**config.mk**
```make
export PLATFORM = sky130hd
export DESIGN_NAME = instr_fetch_ctrl
export DESIGN_NICKNAME = d
export VERILOG_FILES = /design/src/rtl/instr_fetch_ctrl.sv
export SDC_FILE = /design/constraint.sdc
export NUM_CORES = 1
export LEC_CHECK = 0
export CAP_MARGIN = 20
export CORE_MARGIN = 2
export CORE_UTILIZATION = 41
export DETAILED_ROUTE_END_ITERATION = 6
export PLACE_DENSITY = 0.91
export REMOVE_ABC_BUFFERS = 1
export SYNTH_ARGS = -nofsm -noshare
export SYNTH_HDL_FRONTEND = slang
export SYNTH_SLANG_ARGS = --single-unit
```
**constraint.sdc**
```tcl
create_clock -name clk -period 4.4 [get_ports clk]
set_input_delay 0.88 -clock clk [delete_from_list [all_inputs] [get_ports clk]]
set_output_delay 0.88 -clock clk [all_outputs]
set_load 0.05 [all_outputs]
```
**src/rtl/instr_fetch_ctrl.sv**
```systemverilog
// instr_fetch_ctrl: owns the instruction memory port, arbitrating between
// the boot loader (program write) and the fetch path, and registers the
// instruction/PC pair handed to decode.
//
// Ports:
//   clk, reset        clock; synchronous active-high reset
//   boot_req          loader asks for the memory (honoured in HALT only)
//   ld_valid/ld_ready loader write handshake; ld_addr/ld_data write word
//   ld_done           one-cycle pulse, loader finished
//   mem_addr/mem_we/mem_wdata  memory address, write enable, write data
//   mem_rdata         combinational read data for mem_addr
//   stall             decode back-pressure
//   br_taken/br_target redirect request and destination
//   if_instr/if_pc/if_valid    registered fetch bundle for decode
//   halted, busy_boot state flags (HALT, BOOT)
//
// Optional build macro FETCH_PERF_CNT_EN adds the saturating 16-bit
// counters perf_fetch and perf_stall.

module instr_fetch_ctrl #(
    parameter int              PC_W     = 8,
    parameter int              INSTR_W  = 16,
    parameter logic [PC_W-1:0] RESET_PC = '0,
    parameter logic [3:0]      HALT_OP  = 4'hF
) (
    input  logic               clk,
    input  logic               reset,
    input  logic               boot_req,
    input  logic               ld_valid,
    output logic               ld_ready,
    input  logic [PC_W-1:0]    ld_addr,
    input  logic [INSTR_W-1:0] ld_data,
    input  logic               ld_done,
    output logic [PC_W-1:0]    mem_addr,
    output logic               mem_we,
    output logic [INSTR_W-1:0] mem_wdata,
    input  logic [INSTR_W-1:0] mem_rdata,
    input  logic               stall,
    input  logic               br_taken,
    input  logic [PC_W-1:0]    br_target,
    output logic [INSTR_W-1:0] if_instr,
    output logic [PC_W-1:0]    if_pc,
    output logic               if_valid,
    output logic               halted,
    output logic               busy_boot
`ifdef FETCH_PERF_CNT_EN
    ,
    output logic [15:0]        perf_fetch,
    output logic [15:0]        perf_stall
`endif
);

    typedef enum logic [1:0] {
        ST_BOOT = 2'd0,
        ST_RUN  = 2'd1,
        ST_HALT = 2'd2
    } state_t;

    state_t          state;
    logic [PC_W-1:0] pc;
    logic            fetch_en;
    logic            is_halt_op;

    // A word is captured only when neither flushed by a redirect nor
    // held by decode back-pressure.
    assign fetch_en   = (state == ST_RUN) && !br_taken && !stall;
    assign is_halt_op = (mem_rdata[INSTR_W-1 -: 4] == HALT_OP);

    // The loader writes in the same cycle it presents a word. Reset
    // gates the write so a word in flight during reset is dropped.
    always_comb begin
        ld_ready  = 1'b0;
        mem_addr  = pc;
        mem_wdata = '0;
        mem_we    = 1'b0;
        if (state == ST_BOOT) begin
            ld_ready  = 1'b1;
            mem_addr  = ld_addr;
            mem_wdata = ld_data;
            mem_we    = ld_valid && !reset;
        end
    end

    always_ff @(posedge clk) begin
        if (reset) begin
            state     <= ST_BOOT;
            pc        <= RESET_PC;
            if_instr  <= '0;
            if_pc     <= '0;
            if_valid  <= 1'b0;
            halted    <= 1'b0;
            busy_boot <= 1'b1;
        end else begin
            unique case (state)
                ST_BOOT: begin
                    if_valid <= 1'b0;
                    if (ld_done) begin
                        state     <= ST_RUN;
                        pc        <= RESET_PC;
                        busy_boot <= 1'b0;
                    end
                end
                ST_RUN: begin
                    if (br_taken) begin
                        pc       <= br_target;
                        if_valid <= 1'b0;
                    end else if (fetch_en) begin
                        if_instr <= mem_rdata;
                        if_pc    <= pc;
                        if_valid <= 1'b1;
                        // The halt word is delivered; pc stays on it.
                        if (is_halt_op) begin
                            state  <= ST_HALT;
                            halted <= 1'b1;
                        end else begin
                            pc <= pc + PC_W'(1);
                        end
                    end
                end
                ST_HALT: begin
                    if (boot_req) begin
                        state     <= ST_BOOT;
                        halted    <= 1'b0;
                        busy_boot <= 1'b1;
                        if_valid  <= 1'b0;
                    end else if (!stall) begin
                        if_valid <= 1'b0;
                    end
                end
                default: begin
                    state     <= ST_BOOT;
                    halted    <= 1'b0;
                    busy_boot <= 1'b1;
                    if_valid  <= 1'b0;
                end
            endcase
        end
    end

`ifdef FETCH_PERF_CNT_EN
    logic boot_entry;
    assign boot_entry = (state == ST_HALT) && boot_req;

    always_ff @(posedge clk) begin
        if (reset || boot_entry) begin
            perf_fetch <= '0;
            perf_stall <= '0;
        end else begin
            if (fetch_en && perf_fetch != 16'hFFFF)
                perf_fetch <= perf_fetch + 16'd1;
            if (state == ST_RUN && stall &&
                perf_stall != 16'hFFFF)
                perf_stall <= perf_stall + 16'd1;
        end
    end
`endif

endmodule

```
==> run summary, run 1 <==
fmax: 292 MHz
crit end category: output port
Post-Syn Instances: 231
Final Skew: 0.00456 ns
static leakage: 1.09 nW
n_diodes: 0
Clock Sinks: 37
hpwl dp: 3.72 mm
Worst-path clk slew: 0.07 ns
min Tclk post-route: 3.42 ns
worst hold start: if_instr[0]
flip-flop and latch count after synthesis: 37
pin count of the biggest net entering global routing: 40
final setup vio count: 0
drt first pass iters: 4
CP Launch Type: flip-flop
Fin. Hold Viols: 0
clk buf depth: 2
cts repair resizes: 0
CP Launch Point: state[0]
VDD IR-drop max: 0.239 mV
Hold Path Depth: 2
fin nets: 387
IO Pins: 108
most frequent cells in the layout: 106 x clkdlybuf4s50_1, 54 x nand2_1, 37 x dfxtp_1
Area growth syn-to-layout: 62.2%
DIE WIDTH: 71.3 microns
total track usage: 20.4%
fraction of layout cells with a size suffix above 1: 7.55%
die area: 5090 sq um
asr flop ratio synth: 0%
status: finished, final reports clean
worst hold path class: flip-flop to flip-flop
synth warn: 0
most common cell after layout, fill and taps aside: clkdlybuf4s50_1
RSZ-0062 raised after global routing: false
routed vias/inst: 5.09
DRT Wirelength: 5.06 mm
Final period util: 77.8%
GRT overflow: 0
1st-iter DRT viols: 99
htree depth: 2
WL/cell: 13.2 microns
die height: 71.3 microns
Antenna Nets Post-Route: 0
Arr. time, crit path: 2.54 ns
first-pass GRT wire length: 8.40 mm
Remaining DRCs: 0
CTS tree: built
Top FF cell, synth: dfxtp_1
Avg Inst Size Synth: 8.05 sq um
Clk Latency, worst-skew pair: 0.28 ns
core footprint: 4350 sq um
TritonCTS Buffers: 5
Hold Buf Count CTS: 0
overall power: 0.837 mW
required time worst endpoint: 3.52 ns
synth top area cells: dfxtp_1 40%, nand2_1 11%, a21oi_1 7.5%
root buf cell: clkbuf_8
Post-CTS Setup Repair Bufs: 0
Post-synth EDFFs: 0
fin. max-slew vios: 0
Mapped Area: 1860 sq um
Crit Path Class: flip-flop to output port
initial antenna violation count: 0
post-synth top area share: 39.8%
gpl congestion: 0.782
crit path cell chain: nor2_2 > mux2_2 > clkdlybuf4s50_1
Unique masters post-synth: 41
worst-margin pin slew: 0.851 ns
area leader, netlist: dfxtp_1
P per Cell Area: 278 nW/um^2
Vias: 1951
R2R cell count: 4
post-synthesis sequential area ratio: 39.8%
setup TNS: 0 ns
slew margin rel.: 43.2%
Worst path slowest cell: clkdlybuf4s50_1
Initial Util: 42.7%
CP Max Fanout: 25
Max-Cap Viols: 0
worst reg2reg path startpoint: state[1]
number of global-route vias before repair: 1872
Port Buffer Count: 107
Rows: 24
CP max stage delay: 0.71 ns
[registers in the layout (all words and copies together) (netlist names)]
name,count
state,2
if_instr,16
busy_boot,1
if_valid,1
pc,8
halted,1
if_pc,8
[stage by stage]
step	instance area [sq um]	setup WS, ns	cells	hold slack, ns	utilization, %
finish	3020	0.978	383	0.453	69.3
global route	3020	0.783	383	0.476	69.3
CTS	3020	0.911	383	0.457	69.3
detailed placement	2930	1.19	376	0.447	67.3
global placement	2930	1.24	376	0.442	67.3
floorplan	1780	0.997	215	0.450	-
[per-layer routing]
metal | wire (microns) | up-vias | track usage (%)
li1 | - | 991 | -
met2 | 2550 | 73 | 36.0
met5 | 0 | - | 0
met4 | 50 | 0 | 5.45
met1 | 2110 | 881 | 24.6
met3 | 353 | 6 | 5.34
[cell type report]
| class | count | area [sq um] |
|---|---|---|
| Inverter | 1 | 3.75 |
| Timing Repair Buffer | 109 | 1080 |
| Sequential cell | 37 | 741 |
| Clock buffer | 7 | 86.3 |
| Tap cell | 52 | 65.1 |
| Fill cell | 372 | 1340 |
| Multi-Input combinational cell | 177 | 1040 |
[worst max-delay path, delay by kind of cell (launching register included)]
kind / cells / cell delay, ns
simple gates: 1 / 0.69
flops: 1 / 0.42
buf+inv: 1 / 0.71
mux: 1 / 0.43
[synthesized netlist by cell type (2+ instances only)]
cell type  number
o31ai_1         3
buf_2           9
nand2b_1        2
o21bai_1        3
clkbuf_1        5
a22o_1          3
nor3_2          2
mux2_2          8
and3_1          5
nand4_1         2
a31oi_1         2
mux2i_1         3
dfxtp_1        37
nand3_1         4
nor3b_1         2
xnor2_1         2
nor3_1          4
a21oi_1        28
nor2b_1         2
o21ai_0         3
a211o_1         2
and2_1         16
nor2_1         12
nand2_1        54
nor4b_1         2
[logic make-up after synthesis]
group,synth area share [%]
AOI/OAI and AO/OA,17.8
xor gates and xnor gates,0.942
buffers and inverters,4.44
muxes,6.46
DFF,39.8
adders and majority gates,0.673
and+or+nand+nor,29.8
[final timing paths]
| check | to | slack [ns] |
|---|---|---|
| max | mem_addr[6] | 0.98 |
| min | if_instr[0] | 0.45 |
| max reg2reg | if_pc[5] | 2.64 |
| min reg2reg | if_instr[0] | 0.45 |
[report_power, final]
group	internal (mW)	switching, mW
clock	0.124	0.109
combinational	0.109	0.140
sequential	0.344	0.0103
No activity file was read; power rests on OpenSTA's default activity.
==> inputs of run 2 (changes only) <==
- CORE_UTILIZATION: 41 -> 34
- PLACE_DENSITY: 0.91 -> 0.81
- clock period: 4.4 -> 2.8 ns (I/O delays scaled with it)
==> run summary, run 2 (synthesis results as in run 1) <==
Antenna Nets Post-Route: 0 (unchanged)
initial antenna violation count: 0 (unchanged)
WL/cell: 12.6 microns (-4.7%)
static leakage: 1.13 nW (+4.1%)
Fin. Hold Viols: 0 (unchanged)
Crit Path Class: input port to output port
min Tclk post-route: 2.32 ns
Final period util: 82.8%
first-pass GRT wire length: 8.30 mm (-1.2%)
P per Cell Area: 433 nW/um^2 (+56%)
fin nets: 389 (+0.52%)
R2R cell count: 4 (unchanged)
routed vias/inst: 4.87 (-4.4%)
crit end category: output port
setup TNS: 0 ns (unchanged)
slew margin rel.: 47.4% (+4.2 points)
worst-margin pin slew: 0.789 ns (-0.0627 ns)
Initial Util: 35.7% (-7.0 points)
Arr. time, crit path: 1.76 ns (-0.78 ns)
worst hold path class: flip-flop to flip-flop
top flop regs: if_instr: 16 flops, if_pc: 8 flops, pc: 8 flops
Post-CTS Setup Repair Bufs: 0 (unchanged)
die area: 6080 sq um (+19%)
RSZ-0062 raised after global routing: false
fmax: 431 MHz
CP Depth: 3 (unchanged)
most common cell after layout, fill and taps aside: clkdlybuf4s50_1
overall power: 1.30 mW (+55%)
IO Pins: 108 (unchanged)
Worst-path clk slew: 0.07 ns (about the same)
fin worst setup slack: 0.481 ns (-0.496 ns)
status: finished, final reports clean
gpl congestion: 0.762 (-2.5%)
CP Max Fanout: 3 (-88%)
Max-Cap Viols: 0 (unchanged)
clk buf depth: 2 (unchanged)
cts repair resizes: 0 (unchanged)
most frequent cells in the layout: 81 x clkdlybuf4s50_1, 54 x nand2_1, 37 x dfxtp_1
CP Launch Type: input port
TritonCTS Buffers: 5 (unchanged)
Rows: 26 (+8.3%)
DIE WIDTH: 78.0 microns (+9.3%)
Area growth syn-to-layout: 61.3%
Worst path slowest cell: nor4b_1
drt first pass iters: 4 (unchanged)
Clk Latency, worst-skew pair: 0.28 ns (about the same)
max FFs per register: 16 (unchanged)
Final Skew: 0.00253 ns (-0.00202 ns)
final setup vio count: 0 (unchanged)
htree depth: 2 (unchanged)
required time worst endpoint: 2.24 ns (-1.28 ns)
pre-CTS setup slack: 0.442 ns (-0.745 ns)
CTS tree: built
Min Hold Slack: 0.453 ns (-0.000225 ns)
core footprint: 5200 sq um (+20%)
Vias: 1968 (+0.87%)
1st-iter DRT viols: 82 (-17%)
Hold Buf Count CTS: 0 (unchanged)
Remaining DRCs: 0 (unchanged)
crit path cell chain: clkdlybuf4s50_1 > nor4b_1 > buf_12
pin count of the biggest net entering global routing: 38 (-5.0%)
root buf cell: clkbuf_8
fraction of layout cells with a size suffix above 1: 15.9% (+8.3 points)
WP buf/inv: 2 (+1)
n_diodes: 0 (unchanged)
number of global-route vias before repair: 1804 (-3.6%)
die height: 78.0 microns (+9.3%)
Reg with most FFs: if_instr
Port Buffer Count: 107 (unchanged)
Clock Sinks: 37 (unchanged)
Hold Path Depth: 2 (unchanged)
total track usage: 16.7% (-3.7 points)
VDD IR-drop max: 0.246 mV (+3.2%)
GRT overflow: 0 (unchanged)
family with the most delay on the worst path: buffers and inverters
CP max stage delay: 0.50 ns (-0.21 ns)
hpwl dp: 3.71 mm (-0.20%)
fin. max-slew vios: 0 (unchanged)
DRT Wirelength: 5.09 mm (+0.53%)
==> run 2: area by class of cell <==
type                       instances  area [sq um]
fill                             498          2210
timing repair buffer             111          1050
multi-input combinational        177          1040
sequential                        37           741
tap                               70          87.6
clock buffer                       6          72.6
clock inverter                     2          10.0
inverter                           1          3.75
==> run 2: through the flow <==
step / cell area (sq um) / cells / util (%)
after floorplan: 1780 / 215 / -
after global placement: 2920 / 396 / 56.0
after detailed placement: 2920 / 396 / 56.0
after CTS: 3000 / 404 / 57.6
after global routing: 3000 / 404 / 57.6
final: 3000 / 404 / 57.6
==> run 2: worst paths after layout <==
| check | endpoint | slack (ns) | startpoint |
|---|---|---|---|
| hold / removal | if_pc[7] | 0.45 | if_pc[7] |
| hold reg to reg | if_pc[7] | 0.45 | if_pc[7] |
| setup / recovery | mem_we | 0.48 | reset |
| setup reg to reg | if_instr[5] | 1.05 | state[1] |
==> run 2: worst min-delay path: stages, from the launching register on <==
cell	delay, ns
dfxtp_1	0.31
nand2_1	0.05
a21oi_1	0.05
==> run 2: routing by layer <==
metal | global-route usage (%) | wire length (microns) | vias to the layer above
li1 | - | - | 998
met1 | 20.3 | 2210 | 906
met2 | 29.3 | 2540 | 61
met3 | 4.65 | 321 | 3
met4 | 3.68 | 21 | 0
met5 | 0 | 0 | -
==> run 2: where the power goes <==
group / switching [mW] / internal [mW] / total, mW
sequential: 0.0165 / 0.541 / 0.557
combinational: 0.221 / 0.165 / 0.385
clock: 0.183 / 0.172 / 0.356
total: 0.420 / 0.878 / 1.30
==> RTL change, RTL diff (settings of run 2) <==
Set the parameter `INSTR_W` to 20 (it was 16).
--- a/src/rtl/instr_fetch_ctrl.sv
+++ b/src/rtl/instr_fetch_ctrl.sv
@@ -21,3 +21,3 @@
     parameter int              PC_W     = 8,
-    parameter int              INSTR_W  = 16,
+    parameter int              INSTR_W  = 20,
     parameter logic [PC_W-1:0] RESET_PC = '0,
Interface: changed (resized if_instr, ld_data, mem_rdata and mem_wdata); port bits go from 108 to 124. The function was not compared with the original's and may differ.
==> RTL change against run 2 <==
- wire length grew 16%
- sequential cell count grew 4
- synthesized cell count grew 6.1%
- utilization grew 8.1 points
- die area grew 5.2%
- cell area grew 21%
- area after synthesis grew 5.5%
- worst setup slack gained 0.032 ns
- total power grew 24%
- combinational power grew 38%
==> RTL change: results (changes against run 2) <==
synthesis:
  synthTopCellsByCount: "64 x sky130_fd_sc_hd__nand2_1, 41 x sky130_fd_sc_hd__dfxtp_1, 33 x sky130_fd_sc_hd__a21oi_1, 20 x sky130_fd_sc_hd__and2_1, 11 x sky130_fd_sc_hd__nor2_1"
  cells_after_synthesis: 245  # +6.1%
  seq_area_frac_synth_pct: 41.9  # +2.0 points
  synth_area_leaders: "sky130_fd_sc_hd__dfxtp_1 42%, sky130_fd_sc_hd__nand2_1 12%, sky130_fd_sc_hd__a21oi_1 8.4%, sky130_fd_sc_hd__and2_1 6.4%, sky130_fd_sc_hd__mux2_2 4.6%"
  yosysWarningCount: 0  # unchanged
  post_synth_num_cell_types: 40  # -2.4%
detailed_routing:
  vias_per_cell: 5.06  # +3.9%
  routedWlPerCell_um: 13.6  # +8.1%
  dr_total_vias: 2202  # +12%
  first_pass_iters: 4  # unchanged
  iter_0_drt_violations: 185  # +130%
min_path:
  critical_hold_path_startpoint: "if_instr[14]"
critical_path:
  critical-path-slowest-cell: "sky130_fd_sc_hd__dfxtp_1"
  cpPeakStageDelay_ns: 0.44  # -0.06 ns
  crit_start: "state[0]"
  critical_path_peak_fanout: 29  # +26
  arrival_ns: 1.73  # -0.03 ns
pwr:
  power.static_leakage_nw: 1.36  # +20%
  vdd_drop_max_uv: 261  # +6.1%
global_route:
  grt_pass1_vias: 2058  # +14%
  globalRouteTotalUtil_pct: 18.8  # +2.1 points
  grt_max_degree: 42  # +11%
  global_route_wire_length_before_repair_um: 9570  # +15%
  grt_antenna_before_repair: 0  # unchanged
cells_and_area:
  reg.largest.list: "if_instr x20, if_pc x8, pc x8"
  fillerInstances: 457  # -8.2%
  insertedDiodeCount: 0  # unchanged
  final_layout_size_suffix_gt1_share_pct: 14.9  # -0.99 points
place:
  dp_slack_ns: 0.429  # -0.0121 ns
  dpl.hpwl_um: 4440  # +20%
  post_detailed_placement_cell_area_um2: 3540  # +21%
  dp_cells: 428  # +8.1%
  port_buffers: 123  # +15%
  gpl.final_weighted_congestion: 0.838  # +10%
timing:
  tightestPinTransition_ns: 0.937  # +0.149 ns
  clock_skew_ns: 0.00471  # +0.00217 ns
status:
  outcome: "finished, final reports clean"
clock_network:
  number_of_buffers_inserted_during_clock_tree_synthesis: 5  # unchanged
  worstSkewPairLatency_ns: 0.29
  ctsHtreeMaxLevel: 2  # unchanged
floorplan:
  die-width_um: 79.9  # +2.5%
## RTL change: logic make-up after synthesis
family,Yosys count,share of synthesized area [%]
AND/OR/NAND/NOR,115,27.3
AO/OA/AOI/OAI,61,20.5
flip-flops,41,41.9
buffers and inverters,17,4.15
multiplexers,10,5.62
adder cells (fa/ha/maj),1,0.638
## RTL change: worst paths after layout
check             depth (start not counted)           end  slack [ns]
setup / recovery                          4   mem_addr[4]        0.51
hold / removal                            2  if_instr[14]        0.46
setup reg to reg                          4  if_instr[12]        0.94
hold reg to reg                           2  if_instr[14]        0.46
## RTL change: cell type report
cell class,count,area (um2),area share [%]
clock buffer,5,68.8,1.89
inverter,1,3.75,0.103
sequential,41,821,22.5
timing repair buffer,127,1560,42.9
multi-input combinational,187,1060,29.2
tap,72,90.1,2.47
clock inverter,2,35.0,0.962
## RTL change: tightest hold or removal path, stage by stage (launching register included)
cell and delay [ns]:
sky130_fd_sc_hd__dfxtp_1 0.31, sky130_fd_sc_hd__nand2_1 0.05, sky130_fd_sc_hd__a21oi_1 0.05
## RTL change: report_power, final
| part | total (mW) | leakage, nW | switching, mW | internal [mW] |
|---|---|---|---|---|
| registers | 0.616 | 0.333 | 0.0175 | 0.599 |
| clock network | 0.458 | 0.0540 | 0.199 | 0.259 |
| logic | 0.531 | 0.971 | 0.268 | 0.263 |
| total | 1.60 | 1.36 | 0.484 | 1.12 |
## RTL change: metal layers
| metal | up-vias | GRT usage, % | wire length (um) |
|---|---|---|---|
| li1 | 1077 | - | - |
| met1 | 1034 | 22.9 | 2440 |
| met2 | 87 | 33.5 | 3040 |
| met3 | 4 | 4.19 | 421 |
| met4 | 0 | 4.24 | 23 |
| met5 | - | 0 | 0 |
